## src/rtl/multicycle_sequencer.sv

```systemverilog
// Multi-cycle control FSM for the non-pipelined RV32I core: steps one instruction
// through FETCH/DECODE/EXECUTE/MEM/WRITEBACK and drives the datapath enables.
module multicycle_sequencer #(
    parameter int TIMEOUT_CYCLES = 16
) (
    input  logic       clk,
    input  logic       rst,
    input  logic       run,
    input  logic [6:0] opcode,
    input  logic       branch_taken,
    input  logic       mem_ready,
    output logic       mem_req,
    output logic       mem_we,
    output logic       mem_addr_sel,
    output logic       ir_we,
    output logic       alu_out_we,
    output logic       reg_we,
    output logic       pc_we,
    output logic [1:0] pc_src,
    output logic       instr_retired,
    output logic       idle,
    output logic       fault,
    output logic [2:0] state_o
);

    localparam int CW = (TIMEOUT_CYCLES > 0) ? $clog2(TIMEOUT_CYCLES + 1) : 1;

    localparam logic [6:0] OP_R      = 7'b0110011;
    localparam logic [6:0] OP_I      = 7'b0010011;
    localparam logic [6:0] OP_LOAD   = 7'b0000011;
    localparam logic [6:0] OP_STORE  = 7'b0100011;
    localparam logic [6:0] OP_BRANCH = 7'b1100011;
    localparam logic [6:0] OP_JAL    = 7'b1101111;
    localparam logic [6:0] OP_JALR   = 7'b1100111;
    localparam logic [6:0] OP_LUI    = 7'b0110111;
    localparam logic [6:0] OP_AUIPC  = 7'b0010111;

    typedef enum logic [2:0] {
        S_IDLE      = 3'd0,
        S_FETCH     = 3'd1,
        S_DECODE    = 3'd2,
        S_EXECUTE   = 3'd3,
        S_MEM       = 3'd4,
        S_WRITEBACK = 3'd5,
        S_FAULT     = 3'd6
    } state_t;

    state_t          r_state;
    logic [CW-1:0]   r_wait;

    logic w_is_load, w_is_store, w_is_branch, w_legal, w_mem_phase, w_timeout;

    assign w_is_load   = (opcode == OP_LOAD);
    assign w_is_store  = (opcode == OP_STORE);
    assign w_is_branch = (opcode == OP_BRANCH);
    assign w_legal     = (opcode == OP_R)     || (opcode == OP_I)      || w_is_load  ||
                         w_is_store           || w_is_branch           ||
                         (opcode == OP_JAL)   || (opcode == OP_JALR)   ||
                         (opcode == OP_LUI)   || (opcode == OP_AUIPC);

    // Memory handshake: mem_req is held while in FETCH/MEM; the access completes in
    // the cycle mem_ready is high, and the FSM leaves the state on that edge.
    assign w_mem_phase = (r_state == S_FETCH) || (r_state == S_MEM);
    assign w_timeout   = (TIMEOUT_CYCLES > 0) && w_mem_phase && !mem_ready &&
                         (r_wait == CW'(TIMEOUT_CYCLES - 1));

    always_ff @(posedge clk) begin
        if (rst) begin
            r_state <= S_IDLE;
            r_wait  <= '0;
        end else begin
            if (TIMEOUT_CYCLES > 0 && w_mem_phase && !mem_ready) begin
                r_wait <= r_wait + CW'(1);
            end else begin
                r_wait <= '0;
            end
            case (r_state)
                S_IDLE:      if (run) r_state <= S_FETCH;
                S_FETCH: begin
                    if (mem_ready)      r_state <= S_DECODE;
                    else if (w_timeout) r_state <= S_FAULT;
                end
                S_DECODE:    r_state <= w_legal ? S_EXECUTE : S_FAULT;
                S_EXECUTE: begin
                    if (w_is_load || w_is_store) r_state <= S_MEM;
                    else if (w_is_branch)        r_state <= run ? S_FETCH : S_IDLE;
                    else if (w_legal)            r_state <= S_WRITEBACK;
                    else                         r_state <= S_FAULT;
                end
                S_MEM: begin
                    if (mem_ready) begin
                        if (w_is_load)       r_state <= S_WRITEBACK;
                        else if (w_is_store) r_state <= run ? S_FETCH : S_IDLE;
                        else                 r_state <= S_FAULT;
                    end else if (w_timeout) begin
                        r_state <= S_FAULT;
                    end
                end
                S_WRITEBACK: r_state <= run ? S_FETCH : S_IDLE;
                S_FAULT:     r_state <= S_FAULT;
                default:     r_state <= S_FAULT;
            endcase
        end
    end

    always_comb begin
        mem_req       = 1'b0;
        mem_we        = 1'b0;
        mem_addr_sel  = 1'b0;
        ir_we         = 1'b0;
        alu_out_we    = 1'b0;
        reg_we        = 1'b0;
        pc_we         = 1'b0;
        pc_src        = 2'b00;
        instr_retired = 1'b0;
        case (r_state)
            S_FETCH: begin
                mem_req = 1'b1;
                ir_we   = mem_ready;
            end
            S_EXECUTE: begin
                alu_out_we = 1'b1;
                if (w_is_branch) begin
                    pc_we         = 1'b1;
                    pc_src        = branch_taken ? 2'b01 : 2'b00;
                    instr_retired = 1'b1;
                end
            end
            S_MEM: begin
                mem_req      = 1'b1;
                mem_addr_sel = 1'b1;
                mem_we       = w_is_store;
                if (w_is_store && mem_ready) begin
                    pc_we         = 1'b1;
                    instr_retired = 1'b1;
                end
            end
            S_WRITEBACK: begin
                reg_we        = 1'b1;
                pc_we         = 1'b1;
                instr_retired = 1'b1;
                if (opcode == OP_JAL)       pc_src = 2'b01;
                else if (opcode == OP_JALR) pc_src = 2'b10;
            end
            default: ;
        endcase
    end

    assign idle    = (r_state == S_IDLE);
    assign fault   = (r_state == S_FAULT) || (r_state == 3'd7);
    assign state_o = r_state;

endmodule

```

## config.mk

```make
export PLATFORM = sky130hd
export DESIGN_NAME = multicycle_sequencer
export DESIGN_NICKNAME = d
export VERILOG_FILES = /design/src/rtl/multicycle_sequencer.sv
export SDC_FILE = /design/constraint.sdc
export NUM_CORES = 1
export LEC_CHECK = 0
export CAP_MARGIN = 20
export CORE_MARGIN = 5
export CORE_UTILIZATION = 40
export DETAILED_ROUTE_END_ITERATION = 6
export PLACE_DENSITY = 0.74
export SYNTH_ARGS = -nofsm -noshare
export SYNTH_HDL_FRONTEND = slang
export SYNTH_SLANG_ARGS = --single-unit
```

## constraint.sdc

```tcl
create_clock -name clk -period 2.4 [get_ports clk]
set_clock_uncertainty 0.15 [all_clocks]
set_input_delay 0.6 -clock clk [delete_from_list [all_inputs] [get_ports clk]]
set_output_delay 0.6 -clock clk [all_outputs]
set_load 0.05 [all_outputs]
```

# After elaboration in Yosys (flattened, before gate mapping)
# Cells that the tools add are included.
[word_totals]
ff_bits = 8
latchBits = 0
mem_bits_rw = 0
mem_bits_ro = 0
inputBits = 12
output_inout_bits = 15
elab_cells = 66
n_memories = 0
[op_classes]
addsub = 1
n_mul = 0
div = 0
magnitude_cmp = 0
eq_ne = 18
shifts = 0
mux = 26
bitwise = 1
reduce_logical = 18
[op_table]
columns = ["operator", "n"]
rows = [
  ["$mux W3", 9],
  ["$eq A7 B6 Y1 const B", 3],
  ["$eq A7 B7 Y1 const B", 3],
  ["$pmux W3 S6", 1],
  ["$eq A7 B5 Y1 const B", 2],
  ["$eq A3 B3 Y1 const B", 4],
  ["$logic_or A1 B1 Y1", 11],
  ["$mux W1", 11],
  ["$eq A7 B2 Y1 const B", 1],
  ["$eq A3 B2 Y1 const B", 2],
  ["$mux W2", 3],
  ["$add A5 B1 Y5 const B", 1],
  ["$eq A5 B4 Y1 const B", 1],
  ["$pmux W2 S2", 1],
  ["$reduce_or A2 Y1", 2],
  ["$eq A3 B1 Y1 const B", 1],
  ["$logic_and A1 B1 Y1", 3],
  ["$logic_not A3 Y1", 1],
  ["$pmux W1 S3", 1],
  ["$ne A2 B2 Y1 const B", 1],
  ["$logic_not A1 Y1", 1],
  ["$not A1 Y1", 1],
]

# Depth between registers and ports, before layout
[depth]
depth_word = 13
mapped_depth = 7
depth_no_buf = 7

# Worst setup path after synthesis
# Ideal clock, no wire load.
[synth_path]
kind = "reg-to-output"
from = "register r_state[2] (netlist: state_o[2])"
to = "output port mem_we"
arrival_ns = 2.654
required_ns = 1.650
path_slack_ns = -1.004
stages_incl_launch_ff = 4
cell_sequence = "dfxtp_1 > buf_4 > nor3b_1 > and3_2"
[synth_via]
elab_chain_len = 2
[synth_lines]
columns = ["element", "line_no", "text"]
rows = [
  ["from (decl)", "48", "state_t r_state;"],
  ["from (signal assigned)", "83", "S_DECODE: r_state <= w_legal ? S_EXECUTE : S_FAULT;"],
  ["from (signal assigned)", "86", "else if (w_is_branch) r_state <= run ? S_FETCH : S_IDLE;"],
  ["from (signal assigned)", "93", "else if (w_is_store) r_state <= run ? S_FETCH : S_IDLE;"],
  ["$eq A3 B3 Y1", "116", "case (r_state)"],
  ["$mux W1", "116", ""],
  ["to (decl)", "13", "output logic mem_we,"],
]
# No other way between the ends.

# Worst setup path in the final report
[layout_path]
from = "register r_state[1] (netlist: state_o[1])"
to = "output port pc_src[0]"
[layout_via]
elab_chain_len = 2
elab_cells_between_ends = 3
[layout_lines]
columns = ["element", "line_no", "text"]
rows = [
  ["$eq A3 B3 Y1 / $eq A3 B2 Y1 (equally long branches)", "116", ""],
  ["$pmux W2 S2 (*)", "116", ""],
  ["to (decl)", "19", "output logic [1:0] pc_src,"],
]
# Mark *: on every way between the ends. The rest lies on a longest branch, timed or not.

==> impl_metrics.py <==
metrics = {
    "outcome": {
        "status": "complete, no violations",
    },
    "die": {
        "core-area_um2": 1690,
        "start_util": 0.410,
        "num_rows": 15,
        "die_area_um2": 2670,
        "ios": 27,
        "fp.dieW_um": 51.6,
        "fp.dieH_um": 51.6,
    },
    "synthesis": {
        "synth.avg_cell_area_um2": 8.06,
        "synth_top_flop_cell": "dfxtp_1",
        "synth_edf_count": 0,
        "synth_fp_nets": 100,
        "ys_warn_count": 0,
        "synthArstFlopShare": 0,
        "synth_most_common_cell": "nor2_1",
        "synth_common_cells": "11 x nor2_1, 8 x dfxtp_1, 7 x nand2_1, 5 x inv_1, 4 x a21oi_1",
        "yosys.area.top_type": "dfxtp_1",
        "postSynthCellCount": 86,
        "post-synth-top-area-fraction": 0.231,
        "ys_seq_area_frac": 0.231,
        "synthesis.area_um2": 693,
        "synth_area_leaders": "dfxtp_1 23%, nor2_1 6.0%, nand4bb_4 4.0%",
        "synth_cell_type_count": 42,
        "ys_ff_latch": 8,
    },
    "route": {
        "drc_errors": 0,
        "drtIter0Drc": 9,
        "routed_wl_um": 2310,
        "routed_via_density": 5.63,
        "ant_nets": 0,
        "drtPass1Iterations": 5,
        "vias": 879,
        "post_drt_wl_per_cell_um": 14.8,
    },
    "pwr": {
        "power_uw": 566,
        "p_per_area_nw_per_um2": 430,
        "ir_worst_vdd_uv": 506,
        "p_leak_nw": 0.554,
    },
    "timing": {
        "worst_slew_pin_slew_ps": 500,
        "rsz0062_at_grt": "yes",
        "fmax_mhz": 422,
        "relSlewSlack": 0.666,
        "final_max_slew_viol_count": 0,
        "setup_viol": 0,
        "fin_worst_hold_slack_ps": 302,
        "period_minus_slack_ps": 2370,
        "finalHoldViolCount": 0,
        "fin_crit_sh": 0.986,
    },
    "clock_network": {
        "path_clk_slew_ps": 60,
        "cts_inserted_buffers": 3,
        "clk_latency_ps": 270,
        "cts_root_buf": "clkbuf_4",
        "cts_hold_buffers": 0,
        "numClockSinks": 8,
        "tritoncts": "built",
        "cts.path.max_buffers": 2,
        "h-tree-depth": 1,
    },
    "setup_path": {
        "timing.rr.start": "r_wait[0]",
        "critPathLaunch": "state_o[1]",
        "end_kind": "primary output",
        "crit_end": "pc_src[0]",
        "crit_fanout": 6,
        "crit_required_ps": 1650,
        "setup.worst_path.start_class": "flop",
        "worstSetupPathType": "flop to primary output",
        "rr_endpoint": "state_o[0]",
        "r2r.worst_path.cells": 7,
        "rrSetupSlack_ps": 570,
        "arrival_ps": 1620,
    },
    "cells_and_area": {
        "syn2layout_area_growth_pct": 89.9,
        "final_core_util": 0.779,
        "ff_latch_area_um2": 171,
        "final_area_um2": 1320,
        "drive_gt1_frac": 0.482,
        "fillers": 121,
        "n_antenna_cell": 0,
        "multi_input_area_um2": 553,
        "fin_nets": 154,
        "fin_cells": 156,
    },
    "grt": {
        "grt_pass1_vias": 839,
        "grt-ovfl-total": 0,
        "gr-usage-all-layers": 0.186,
        "grt_max_degree": 11,
        "antenna_found_initial": 0,
        "grt_pass1_wl_um": 3700,
    },
    "job": {
        "drv_cap": 0,
    },
    "placement": {
        "portBuffers": 26,
        "dp_hpwl_um": 1670,
        "globalplace.congestion": 0.873,
        "place_area_um2": 1190,
        "placed_cells": 141,
    },
    "worst_hold_path": {
        "min_from": "r_wait[0]",
        "hold_path_class": "flop to flop",
    },
}
-- flip-flops by register name (all words and copies together) (netlist names) --
| register | count |
|---|---|
| state_o | 3 |
| r_wait | 5 |
-- metrics by stage --
step / setup slack (ps) / setup TNS (ps)
2_1_floorplan: -133 / -375
3_3_place_gp: -286 / -1200
3_5_place_dp: -320 / -1330
4_1_cts: 4.58 / 0
5_1_grt: -25.5 / -25.5
6_report: 33.0 / 0
-- cell families (layout without fill, tap and decap cells) --
logic type,Yosys count,in the layout,synth area share
fa+ha+maj,2,2,0.0361
compound gates,19,19,0.199
flops,8,8,0.231
simple gates,45,45,0.424
buf+inv,9,62,0.0722
xor+xnor,3,3,0.0379
-- layout make-up --
type                            instances  area share
Sequential cell                         8       0.130
Clock buffer                            4      0.0200
Multi-Input combinational cell         69       0.420
Inverter                                5      0.0171
Tap cell                               17      0.0162
Timing Repair Buffer                   53       0.396
-- worst max-delay path, stage by stage (launching register included) --
cell     delay (ps)
dfxtp_4         360
and3b_2         260
nand4_1         120
or2_4           280
a21oi_4         170
buf_12          150
-- where the power goes --
group | leakage (nW) | internal [mW] | switching [mW]
clock network | 0.0150 | 0.0639 | 0.0509
registers | 0.0670 | 0.143 | 0.0104
logic | 0.472 | 0.129 | 0.169
-- worst min path at each step --
stage                end  cells after the start
2_1_floorplan  r_wait[0]                      1
3_3_place_gp   r_wait[0]                      1
3_5_place_dp   r_wait[0]                      1
4_1_cts        r_wait[0]                      1
5_1_grt        r_wait[0]                      1
6_report       r_wait[0]                      1
-- cells in the final DEF, fill, tap and decap left out, drive strengths merged, types with 3 or more instances in the layout --
master,Yosys,routed
a21oi,4,4
o21ai,4,4
dfxtp,8,8
clkbuf,0,4
nor3,3,3
buf,4,44
nor2,11,11
clkdlybuf4s50,0,5
and3,3,3
nand3,3,3
nand4bb,3,3
inv,5,4
nand2,7,7
-- repair_timing --
item,in CTS,in global routing
pin swaps,9,8
endpoints found under the setup margin,5,4
buffers inserted,6,5
gates resized for setup,29,4
-- per-layer routing --
layer	vias up	global-route usage	part of all wire
met1	407	0.204	0.40
met3	8	0.0458	0.056
li1	425	-	-
met2	39	0.350	0.52
met4	0	0.0524	0.017
met5	-	0	0
Note: power is estimated with default switching activity, not from simulation.
